### config.mk
export PLATFORM = sky130hd
export DESIGN_NAME = noc_port_arbiter_flat
export DESIGN_NICKNAME = d
export VERILOG_FILES = /design/src/rtl/noc_port_arbiter_if.sv /design/src/rtl/noc_port_arbiter.sv /design/src/flat_wrapper.sv
export SDC_FILE = /design/constraint.sdc
export NUM_CORES = 1
export LEC_CHECK = 0
export BUFFER_PORTS_ARGS = -buffer_cell sky130_fd_sc_hd__clkbuf_2
export CORE_AREA = 2 2 133 135
export CTS_BUF_LIST = sky130_fd_sc_hd__clkbuf_8
export CTS_CLUSTER_DIAMETER = 150
export DETAILED_ROUTE_END_ITERATION = 10
export DIE_AREA = 0 0 135 137
export PLACE_DENSITY = 0.5
export SLEW_MARGIN = 20
export SYNTH_ARGS = -nofsm -noshare
export SYNTH_HDL_FRONTEND = slang
export SYNTH_SLANG_ARGS = --single-unit
### constraint.sdc
create_clock -name clk -period 2.4 [get_ports clk]
set_input_delay 0.24 -clock clk [delete_from_list [all_inputs] [get_ports clk]]
set_output_delay 0.24 -clock clk [all_outputs]
set_load 0.02 [all_outputs]
### src/rtl/noc_port_arbiter_if.sv
// rtl/noc_port_arbiter_if.sv - N-to-1 flit arbiter bus: per-port inputs plus shared output.
interface noc_port_arbiter_if #(
  parameter int N   = 4,
  parameter int D_W = 32,
  parameter int A_W = 32
);
  localparam int W = A_W + D_W + 1;
  localparam int S = $clog2(N);

  logic [N-1:0]   i_v;
  logic [N*W-1:0] i_d;
  logic [N-1:0]   i_b;
  logic           o_v;
  logic [W-1:0]   o_d;
  logic           o_b;
  logic [S-1:0]   o_sel;
  logic           o_lock;

  modport master (
    input  i_v, i_d, o_b,
    output i_b, o_v, o_d, o_sel, o_lock
  );

  modport slave (
    output i_v, i_d, o_b,
    input  i_b, o_v, o_d, o_sel, o_lock
  );
endinterface

### src/rtl/noc_port_arbiter.sv
// rtl/noc_port_arbiter.sv - round-robin packet arbiter; locks a port from first flit to last.
module noc_port_arbiter #(
  parameter int N   = 4,
  parameter int D_W = 32,
  parameter int A_W = 32
) (
  input  logic                  clk,
  input  logic                  rst,
  noc_port_arbiter_if.master    bus
);
  localparam int W = A_W + D_W + 1;
  localparam int S = $clog2(N);

  typedef enum logic {IDLE, LOCKED} state_t;

  state_t         state;
  logic [S-1:0]   gnt;
  logic [S-1:0]   ptr;

  logic           found;
  logic [S-1:0]   sel;
  logic [S-1:0]   cand;
  logic [S-1:0]   cur;
  logic [W-1:0]   cur_flit;
  logic [N-1:0]   cur_mask;
  logic           xfer;
  logic           last;

  function automatic logic [S-1:0] inc_mod(input logic [S-1:0] x);
    return (int'(x) == N - 1) ? '0 : x + 1'b1;
  endfunction

  // Cyclic priority search starting at ptr; first hit wins.
  always_comb begin
    found = 1'b0;
    sel   = ptr;
    cand  = ptr;
    for (int i = 0; i < N; i++) begin
      cand = S'(int'(ptr) + i - ((int'(ptr) + i >= N) ? N : 0));
      if (!found && bus.i_v[cand]) begin
        found = 1'b1;
        sel   = cand;
      end
    end
  end

  always_comb begin
    cur      = (state == LOCKED) ? gnt : sel;
    cur_flit = '0;
    cur_mask = '0;
    for (int k = 0; k < N; k++) begin
      if (cur == S'(k)) begin
        cur_flit    = bus.i_d[k*W +: W];
        cur_mask[k] = 1'b1;
      end
    end
  end

  // Reset overrides everything combinationally; non-selected ports are always held off.
  always_comb begin
    bus.o_v    = 1'b0;
    bus.o_d    = '0;
    bus.o_sel  = '0;
    bus.i_b    = '1;
    bus.o_lock = 1'b0;
    if (!rst) begin
      bus.o_lock = (state == LOCKED);
      if (state == LOCKED) begin
        bus.o_sel = gnt;
        bus.o_v   = bus.i_v[gnt];
        bus.o_d   = cur_flit;
        bus.i_b   = ~cur_mask | {N{bus.o_b}};
      end else if (found) begin
        bus.o_sel = sel;
        bus.o_v   = 1'b1;
        bus.o_d   = cur_flit;
        bus.i_b   = ~cur_mask | {N{bus.o_b}};
      end else begin
        bus.o_sel = ptr;
      end
    end
  end

  assign xfer = bus.o_v & ~bus.o_b;
  assign last = cur_flit[W-1];

  always_ff @(posedge clk) begin
    if (rst) begin
      state <= IDLE;
      ptr   <= '0;
      gnt   <= '0;
    end else begin
      case (state)
        IDLE: begin
          if (found) begin
            if (xfer && last) begin
              ptr <= inc_mod(sel);
            end else begin
              state <= LOCKED;
              gnt   <= sel;
            end
          end
        end
        LOCKED: begin
          if (xfer && last) begin
            state <= IDLE;
            ptr   <= inc_mod(gnt);
          end
        end
        default: state <= IDLE;
      endcase
    end
  end
endmodule
### src/flat_wrapper.sv
// flat-port wrapper written by rule: the top's interface ports become plain ports
module noc_port_arbiter_flat 
#(
  parameter int N   = 4,
  parameter int D_W = 32,
  parameter int A_W = 32
)
  (clk, rst, bus_i_v, bus_i_d, bus_o_b, bus_i_b, bus_o_v, bus_o_d, bus_o_sel, bus_o_lock);
  noc_port_arbiter_if #(.N(N), .D_W(D_W), .A_W(A_W)) bus_i ();
  input  logic clk;
  input  logic rst;
  input wire logic [$bits(bus_i.i_v)-1:0] bus_i_v;
  input wire logic [$bits(bus_i.i_d)-1:0] bus_i_d;
  input wire logic [$bits(bus_i.o_b)-1:0] bus_o_b;
  output wire logic [$bits(bus_i.i_b)-1:0] bus_i_b;
  output wire logic [$bits(bus_i.o_v)-1:0] bus_o_v;
  output wire logic [$bits(bus_i.o_d)-1:0] bus_o_d;
  output wire logic [$bits(bus_i.o_sel)-1:0] bus_o_sel;
  output wire logic [$bits(bus_i.o_lock)-1:0] bus_o_lock;
  assign bus_i.i_v = bus_i_v;
  assign bus_i.i_d = bus_i_d;
  assign bus_i.o_b = bus_o_b;
  assign bus_i_b = bus_i.i_b;
  assign bus_o_v = bus_i.o_v;
  assign bus_o_d = bus_i.o_d;
  assign bus_o_sel = bus_i.o_sel;
  assign bus_o_lock = bus_i.o_lock;
  noc_port_arbiter #(.N(N), .D_W(D_W), .A_W(A_W)) u_core (.clk(clk), .rst(rst), .bus(bus_i));
endmodule
==> impl_metrics.yaml <==
run_status:
  outcome: "finished, violations left"
  violations: "negative setup slack"
worst_setup_path:
  rr_startpoint: "u_core.ptr[1]$_SDFFE_PP0P_"
  worstSetupEndpointType: "output port"
  critPathMostFrequentCell: "buf_4"
  start_kind: "flop"
  cp_top_family: "compound AO/OA/AOI/OAI gates"
  worst_path_largest_cell_delay_ps: 400
  required_ps: 2160
  worstPathArrival_ps: 2330
  crit_chain: "nor3b_4 > a2111oi_4 > buf_4 > o31ai_4 > buf_6 > clkbuf_16 > a221o_1 > nor3b_1 > buf_4"
  path_class: "reg -> out"
  crit_fanout: 6
  slowest_stage: "a2111oi_4"
  cp-startpoint: "u_core.ptr[1]$_SDFFE_PP0P_"
  cp_num_buf_inv: 4
route:
  num_vias: 4831
  antenna_left: 0
  drc: 0
  wl_per_cell_um: 17.1
  routed_via_density: 4.63
  drtIter0Drc: 148
  routed_wirelength_um: 17900
  dr.pass1.iters: 4
timing:
  rsz0062_at_grt: "yes"
  slew_headroom_pct: 69.0
  finalSetupViolCount: 68
  timing.hold.ws_ps: 359
  finClkSkew_ps: 4.22
  hold_viol_final: 0
  post-route-period-util_pct: 107
  fin_crit_ps: 2570
  layout_setup_ws_ps: -169
  slew_viol_final: 0
  worstMarginPinSlew_ps: 464
  max_freq_mhz: 389
grt:
  busiest_layer: "met2"
  overflow: 0
  grt_pass1_wl_um: 22200
  use_met1_pct: 17.6
  antenna_found_initial: 1
  grt_util_met3_pct: 1.78
  grt_usage_pct: 14.8
  grt_max_degree: 36
  use_met2_pct: 28.3
  grt_pass1_vias: 4422
synth:
  ys_seq_area_share_pct: 3.57
  synth.net_count: 698
  synth_area_um2: 2800
  synth_edf_count: 0
  syn_inst: 431
  synth_top_area_share_pct: 22.9
  ys_ff_latch: 5
  yosysMostFrequentCell: "nand2_1"
  synthTopCellsByCount: "nand2_1 (134), and3_1 (64), mux2i_1 (64), a211oi_1 (59), clkbuf_1 (22)"
  synthTopCellsByArea: "mux2i_1 (23%), nand2_1 (18%), a211oi_1 (16%), and3_1 (14%), buf_6 (3.6%)"
  ys.flop_type: "dfxtp_1"
  synthArstFlopShare_pct: 0
  syn_avg_cell_area_um2: 6.50
  synth_cell_types: 40
  synth-warning-count: 0
  yosysTopAreaCell: "mux2i_1"
die:
  core_area_um2: 17100
  io_pins: 340
  die-area_um2: 18500
  initial_core_util_pct: 16.4
  die_x_um: 135
  die_h_um: 137
  rows: 48
place:
  hpwl_um: 11800
  gp_congestion: 0.848
  io_buffers: 339
power_and_ir_drop:
  power.total_mw: 2.67
  ir_drop_uv: 158
  powerDensity_nw_per_um2: 383
  leakage_nw: 3.70
min_path:
  hold_path_class: "in -> reg"
  hold_start: "rst"
clock_network:
  htree_num_levels: 1
  clk_path_buf_depth: 2
  cts_tree: "built"
  cts_hold_repair.buffers: 0
  clk_pin_slew_ps: 40
  clockRootBuffer: "clkbuf_8"
  numCtsBuffers: 3
  clk_latency_ps: 230
  clkSinkCount: 5
flow_run:
  drv_cap: 0
finish:
  drive_above_1_share_pct: 75.7
  syn_to_final_growth_pct: 149
  n_fill_cell: 1739
  finalNetCount: 1086
## worst reg2reg max path, cell delays in order (launching register included)
cell and delay, ps:
dfxtp_2 320, nor3b_4 150, a2111oi_4 400, buf_4 200, o31ai_4 80, buf_6 150
clkbuf_16 150, a221o_1 350, buf_4 150, o211ai_2 70, nand2_1 90, o41ai_2 300
## sequential cells by signal, summed over array words and instances, names as in the netlist
register      count
u_core.state      1
u_core.ptr        2
u_core.gnt        2
## what timing repair did
item,4_1_cts,5_1_grt
buffers inserted,10,20
setup endpoints to repair,65,72
gates cloned,6,13
pin swaps,25,93
resized for setup,103,232
## per-stage QoR
stage               util (%)  std cells  cell area, um2  setup slack (ps)  TNS, ps
floorplan                  -        431            2960              12.3        0
global placement        30.5        991            5190             -81.9     -824
detailed placement      30.5        991            5190              -122    -1050
CTS                     34.3       1011            5850              -218    -9720
global route            40.9       1044            6980              -300   -14970
finish                  40.9       1044            6980              -169    -7400
## metal layers
metal | part of all wire, % | wire (um)
met2 | 53 | 9400
met1 | 39 | 6910
met3 | 6.9 | 1240
met4 | 1.9 | 337
met5 | 0 | 0
## logic make-up after synthesis
family          Yosys count  synth area share, %
compound gates           83                 24.4
mux                      66                 24.2
buf+inv                  48                 9.78
simple gates            229                 38.1
flops                     5                 3.57
## power breakdown
part	total [mW]	switching, mW	internal [mW]	leakage, nW
Clock	0.160	0.0496	0.110	0.0269
Combinational	2.41	1.13	1.29	3.64
Sequential	0.0998	0.00912	0.0907	0.0420
## cell type report
type / instances / area, um2 / share of cell area [%]
inverters: 3 / 11.3 / 0.161
multi-input cells: 378 / 3270 / 46.9
repair buffers: 428 / 3260 / 46.7
well taps: 225 / 282 / 4.04
flip-flops and latches: 5 / 103 / 1.47
diodes: 1 / 2.50 / 0.0359
clock buffers: 3 / 41.3 / 0.592
clock inverters: 1 / 3.75 / 0.0538
## cells in the final DEF, fill, tap and decap left out, types with 4 or more instances in the layout
master,n
a211oi_2,64
and3_1,14
and3_4,50
buf_12,21
buf_16,8
buf_4,92
buf_6,16
buf_8,9
clkbuf_16,10
clkbuf_2,269
inv_1,4
mux2i_1,55
mux2i_2,6
nand2_1,91
nand2_2,36
nand2_4,6
nand3_1,4
nor2_1,11
## worst paths after layout
path | to | slack [ps] | depth (start not counted)
max | bus_o_d[64] | -170 | 9
min | u_core.ptr[1]$_SDFFE_PP0P_ | 360 | 2
max reg2reg | u_core.gnt[1]$_SDFFE_PP0P_ | -80 | 11
min reg2reg | u_core.gnt[0]$_SDFFE_PP0P_ | 530 | 2
Power figures use the tool's default switching activity.
